--- config.mk ---
export PLATFORM = sky130hd
export DESIGN_NAME = ff_negedge_deser_rx_flat
export DESIGN_NICKNAME = d
export VERILOG_FILES = /design/src/rtl/ff_negedge_deser_rx_if.sv /design/src/rtl/ff_negedge_deser_rx.sv /design/src/flat_wrapper.sv
export SDC_FILE = /design/constraint.sdc
export NUM_CORES = 1
export LEC_CHECK = 0
export CAP_MARGIN = 5
export CORE_MARGIN = 4
export CORE_UTILIZATION = 59
export CTS_BUF_LIST = sky130_fd_sc_hd__clkbuf_16
export DETAILED_ROUTE_END_ITERATION = 16
export PLACE_DENSITY = 0.83
export SETUP_SLACK_MARGIN = 0.2
export SYNTH_ARGS = -nofsm -noshare
export SYNTH_HDL_FRONTEND = slang
export SYNTH_SLANG_ARGS = --single-unit
--- constraint.sdc ---
create_clock -name clk -period 4.8 [get_ports clk]
set_input_delay 0.96 -clock clk [delete_from_list [all_inputs] [get_ports clk]]
set_output_delay 0.96 -clock clk [all_outputs]
set_load 0.05 [all_outputs]
--- src/rtl/ff_negedge_deser_rx_if.sv ---
// Signal bundle for the negedge-launch serial receive link and its output word stream.
interface ff_negedge_deser_rx_if #(
  parameter int WIDTH = 8
);
  logic             sin;
  logic             sin_vld;
  logic             sync;
  logic             out_rdy;
  logic [WIDTH-1:0] out_data;
  logic             out_vld;
  logic             busy;
  logic             frame_err;
  logic             overflow;

  modport master (
    output sin, sin_vld, sync, out_rdy,
    input  out_data, out_vld, busy, frame_err, overflow
  );

  modport slave (
    input  sin, sin_vld, sync, out_rdy,
    output out_data, out_vld, busy, frame_err, overflow
  );
endinterface

--- src/rtl/ff_negedge_deser_rx.sv ---
// Posedge capture of a negedge-launched MSB-first serial stream, assembling words
// into a small valid/ready output FIFO with sticky framing and overflow flags.
module ff_negedge_deser_rx #(
  parameter int WIDTH = 8,
  parameter int DEPTH = 2
) (
  input  logic                 clk,
  input  logic                 rst_n,
  ff_negedge_deser_rx_if.slave bus
);
  localparam int CW = $clog2(WIDTH + 1);
  localparam int PW = $clog2(DEPTH);
  localparam int OW = $clog2(DEPTH + 1);

  typedef enum logic {IDLE, SHIFT} state_t;

  state_t           state, state_nxt;
  logic [WIDTH-2:0] shreg, shreg_nxt;
  logic [WIDTH-1:0] word;
  logic [CW-1:0]    cnt, cnt_nxt;
  logic             push, ferr_set, ferr;

  logic [WIDTH-1:0] mem [DEPTH];
  logic [PW-1:0]    wr_ptr, rd_ptr;
  logic [OW-1:0]    occ;
  logic             ovf, vld, full, pop, do_push;

  // shreg keeps only the WIDTH-1 bits already received; the bit on sin completes the word
  assign word = {shreg, bus.sin};

  always_ff @(posedge clk or negedge rst_n) begin
    if (!rst_n) begin
      state <= IDLE;
      shreg <= '0;
      cnt   <= '0;
      ferr  <= 1'b0;
    end else begin
      state <= state_nxt;
      shreg <= shreg_nxt;
      cnt   <= cnt_nxt;
      if (ferr_set) ferr <= 1'b1;
    end
  end

  always_comb begin
    state_nxt = state;
    shreg_nxt = shreg;
    cnt_nxt   = cnt;
    push      = 1'b0;
    ferr_set  = 1'b0;
    unique case (state)
      IDLE: begin
        if (bus.sin_vld && bus.sync) begin
          shreg_nxt    = '0;
          shreg_nxt[0] = bus.sin;
          cnt_nxt      = CW'(1);
          state_nxt    = SHIFT;
        end
      end
      SHIFT: begin
        if (bus.sin_vld) begin
          if (bus.sync) begin
            // mid-word sync wins even on the completing bit: restart instead of pushing
            ferr_set     = 1'b1;
            shreg_nxt    = '0;
            shreg_nxt[0] = bus.sin;
            cnt_nxt      = CW'(1);
          end else if (cnt == CW'(WIDTH - 1)) begin
            push      = 1'b1;
            shreg_nxt = word[WIDTH-2:0];
            cnt_nxt   = '0;
            state_nxt = IDLE;
          end else begin
            shreg_nxt = word[WIDTH-2:0];
            cnt_nxt   = cnt + CW'(1);
          end
        end
      end
    endcase
  end

  assign vld     = (occ != '0);
  assign full    = (occ == OW'(DEPTH));
  assign pop     = vld && bus.out_rdy;
  assign do_push = push && (!full || pop);

  always_ff @(posedge clk or negedge rst_n) begin
    if (!rst_n) begin
      for (int unsigned i = 0; i < DEPTH; i++) mem[i] <= '0;
      wr_ptr <= '0;
      rd_ptr <= '0;
      occ    <= '0;
      ovf    <= 1'b0;
    end else begin
      if (do_push) begin
        mem[wr_ptr] <= word;
        wr_ptr      <= wr_ptr + PW'(1);
      end
      if (pop) rd_ptr <= rd_ptr + PW'(1);
      if (push && full && !pop) ovf <= 1'b1;
      case ({do_push, pop})
        2'b10:   occ <= occ + OW'(1);
        2'b01:   occ <= occ - OW'(1);
        default: occ <= occ;
      endcase
    end
  end

  assign bus.out_data  = mem[rd_ptr];
  assign bus.out_vld   = vld;
  assign bus.busy      = (state == SHIFT);
  assign bus.frame_err = ferr;
  assign bus.overflow  = ovf;
endmodule

--- src/flat_wrapper.sv ---
// flat-port wrapper written by rule: the top's interface ports become plain ports
module ff_negedge_deser_rx_flat 
#(
  parameter int WIDTH = 8,
  parameter int DEPTH = 2
)
  (clk, rst_n, bus_sin, bus_sin_vld, bus_sync, bus_out_rdy, bus_out_data, bus_out_vld, bus_busy, bus_frame_err, bus_overflow);
  ff_negedge_deser_rx_if #(.WIDTH(WIDTH)) bus_i ();
  input  logic clk;
  input  logic rst_n;
  input wire logic [$bits(bus_i.sin)-1:0] bus_sin;
  input wire logic [$bits(bus_i.sin_vld)-1:0] bus_sin_vld;
  input wire logic [$bits(bus_i.sync)-1:0] bus_sync;
  input wire logic [$bits(bus_i.out_rdy)-1:0] bus_out_rdy;
  output wire logic [$bits(bus_i.out_data)-1:0] bus_out_data;
  output wire logic [$bits(bus_i.out_vld)-1:0] bus_out_vld;
  output wire logic [$bits(bus_i.busy)-1:0] bus_busy;
  output wire logic [$bits(bus_i.frame_err)-1:0] bus_frame_err;
  output wire logic [$bits(bus_i.overflow)-1:0] bus_overflow;
  assign bus_i.sin = bus_sin;
  assign bus_i.sin_vld = bus_sin_vld;
  assign bus_i.sync = bus_sync;
  assign bus_i.out_rdy = bus_out_rdy;
  assign bus_out_data = bus_i.out_data;
  assign bus_out_vld = bus_i.out_vld;
  assign bus_busy = bus_i.busy;
  assign bus_frame_err = bus_i.frame_err;
  assign bus_overflow = bus_i.overflow;
  ff_negedge_deser_rx #(.WIDTH(WIDTH), .DEPTH(DEPTH)) u_core (.clk(clk), .rst_n(rst_n), .bus(bus_i));
endmodule
==> impl_metrics.tcl <==
set metrics [dict create \
    antenna_cells 0 \
    grt_pass1_wl_um 5330 \
    synth_top_cell_by_area "dfrtp_1" \
    initial_core_util_pct 62.9 \
    period_needed_ns 3.36 \
    multi_input_area_um2 661 \
    htree_levels 2 \
    synthCells 127 \
    nets 153 \
    final_max_slew_viol_count 0 \
    wl_met2_um 1550 \
    hold_viol 0 \
    maxCapViolations 0 \
    drt-total-wl_um 2970 \
    layout-drive-gt1-share_pct 24.7 \
    top_layer "met4" \
    setup_tns_ns 0 \
    setup_viol 0 \
    yosysUniqueCellTypes 31 \
    cts_buffers 5 \
    synth_top_area_share_pct 54.1 \
    yosys-top-cells-area "dfrtp_1 54%, mux2_2 18%, o21a_1 3.8%" \
    worstPathArrival_ns 3.55 \
    ir_drop_uv 420 \
    cts_setup_buffers 0 \
    fp.coreArea_mm2 0.00250 \
    gr-usage-all-layers_pct 20.4 \
    rsz0062_at_grt "no" \
    grt_antenna_before_repair 0 \
    cts-root-buf "clkbuf_16" \
    wire_per_inst_um 16.9 \
    hold_class "flop to flop" \
    cts.sinks 34 \
    worstMarginPinSlew_ns 0.716 \
    period_share_pct 70.0 \
    max_stage_delay_ns 0.93 \
    first_global_vias 1174 \
    yosysWarnings 0 \
    final_util_pct 75.9 \
    layout_common_cells "34 x dfrtp_1, 25 x mux2_2, 17 x clkdlybuf4s50_1" \
    rows 18 \
    ys_ff_latch 34 \
    area_growth_pct 20.7 \
    port_buffers 17 \
    ff_latch_area_um2 851 \
    drc 0 \
    netlist_area_mm2 0.00157 \
    cts_resized 0 \
    grt_max_degree 35 \
    place.gp.congestion 0.767 \
    viasPerCell 6.06 \
    grt_overflow 0 \
    ant_nets 0 \
    dp_hpwl_um 2030 \
    cts_hold_buffers 0 \
    p_leak_nw 0.855 \
    clockBufferDepth 2 \
    crit_path_end_kind "flop" \
    die_h_um 59.6 \
    worstPathCellList "clkdlybuf4s50_1 > nand4b_1 > or4b_1 > ha_1 > xnor2_1 > nor2_1 > xor2_1" \
    path_delay_family "simple AND/OR/NAND/NOR gates" \
    io_pins 18 \
    wl_met1_um 1260 \
    start_kind "input port" \
    avgSynthCellArea_um2 12.4 \
    fp.dieArea_mm2 0.00356 \
    wl_met3_um 127 \
    critPathRequiredTime_ns 5.00 \
    fmax_mhz 298 \
    drtIter0Drc 27 \
    first_pass_iters 4 \
    critical-path-slowest-cell "clkdlybuf4s50_1" \
    tritoncts "done" \
    hold_ws_ns 0.467 \
    final_common_cell "dfrtp_1" \
    clkTransAtPathRegs_ns 0.05 \
    status "finished, final reports clean" \
    synth_fp_nets 135 \
    crit_buf_inv 1 \
    pwr_density_cell_mw_per_mm2 505 \
    synth_seq_area_share_pct 54.1 \
    fillers 162 \
    clkLatencyLatePin_ns 0.27 \
    worstSetupPathType "input port to flop" \
    vias 1066 \
    relSlewSlack_pct 52.1 \
    dieWidth_um 59.6 \
    path_max_fanout 22 \
    finClkSkew_ns 0.00541 \
]
through the flow:
stage	total power, mW	std cells	instance area (um^2)	worst slack [ns]
floorplan	0.589	127	1570	2.44
global placement	0.648	168	1760	1.37
detailed placement	0.668	168	1760	1.19
CTS	0.965	176	1900	1.46
global route	1.01	176	1900	1.27
finish	0.958	176	1900	1.44
sequential cells by signal, indices dropped and copies added (netlist names):
register and count:
u_core.occ 2, u_core.bus.frame_err 1, u_core.rd_ptr 1, u_core.cnt 4, u_core.shreg 7, u_core.bus.overflow 1, u_core.bus.busy 1, u_core.mem 16
u_core.wr_ptr 1
Yosys cell counts:
cell / n
dfrtp_1: 34
mux2_2: 25
inv_1: 9
nand3_1: 8
o21a_1: 8
o22ai_1: 8
clkbuf_1: 4
xnor2_1: 3
a21oi_1: 2
buf_1: 2
ha_1: 2
nor3b_1: 2
xor2_1: 2
a2111oi_0: 1
a21o_1: 1
a22o_2: 1
a31o_2: 1
and2_1: 1
buf_2: 1
nand2_1: 1
nand3b_1: 1
nand4_1: 1
nand4b_1: 1
nor2_1: 1
nor2_8: 1
nor3_1: 1
o21ai_0: 1
o22a_1: 1
o2bb2ai_1: 1
or2_2: 1
or4b_1: 1
worst register-to-register path, delay by kind of cell (launching register included):
| kind | cells | cell delay [ns] |
|---|---|---|
| and+or+nand+nor | 3 | 0.97 |
| adders and majority gates | 2 | 0.49 |
| DFF | 1 | 0.40 |
| xor gates and xnor gates | 2 | 0.31 |
metal layers:
layer,up-vias,GRT usage [%]
li1,491,-
met3,7,4.79
met4,0,8.86
met2,25,34.5
met5,-,0
met1,543,24.9
where the power goes:
part | total (mW) | switching, mW | leakage, nW | internal (mW)
combinational | 0.250 | 0.132 | 0.338 | 0.118
sequential | 0.414 | 0.0728 | 0.445 | 0.341
clock | 0.295 | 0.108 | 0.0724 | 0.187
cells by family after synthesis:
kind of cell,Yosys count,share of synthesized area (%)
flops,34,54.1
mux,25,17.9
fa+ha+maj,2,1.59
compound gates,25,11.3
xor+xnor,5,2.78
simple gates,20,8.43
buf+inv,16,3.90
path summary, 6_finish.rpt:
path                       slack (ns)                start                   to  depth (start not counted)
hold / removal                   0.47  u_core.bus.overflow  u_core.bus.overflow                          1
setup / recovery                 1.44          bus_sin_vld        u_core.occ[1]                          7
setup reg to reg                 2.55        u_core.cnt[0]        u_core.occ[1]                          7
hold reg to reg                  0.47  u_core.bus.overflow  u_core.bus.overflow                          1
min in group asynchronous        1.09                rst_n       u_core.mem[10]                          2
max in group asynchronous        3.40                rst_n        u_core.cnt[3]                          2
area by class of cell:
| class | count | share of cell area (%) |
|---|---|---|
| clock inverter | 3 | 0.659 |
| inverter | 9 | 1.78 |
| tap | 30 | 1.98 |
| clock buffer | 5 | 6.59 |
| timing repair buffer | 18 | 9.36 |
| multi-input combinational | 77 | 34.8 |
| sequential | 34 | 44.8 |
Power figures use the tool's default switching activity.
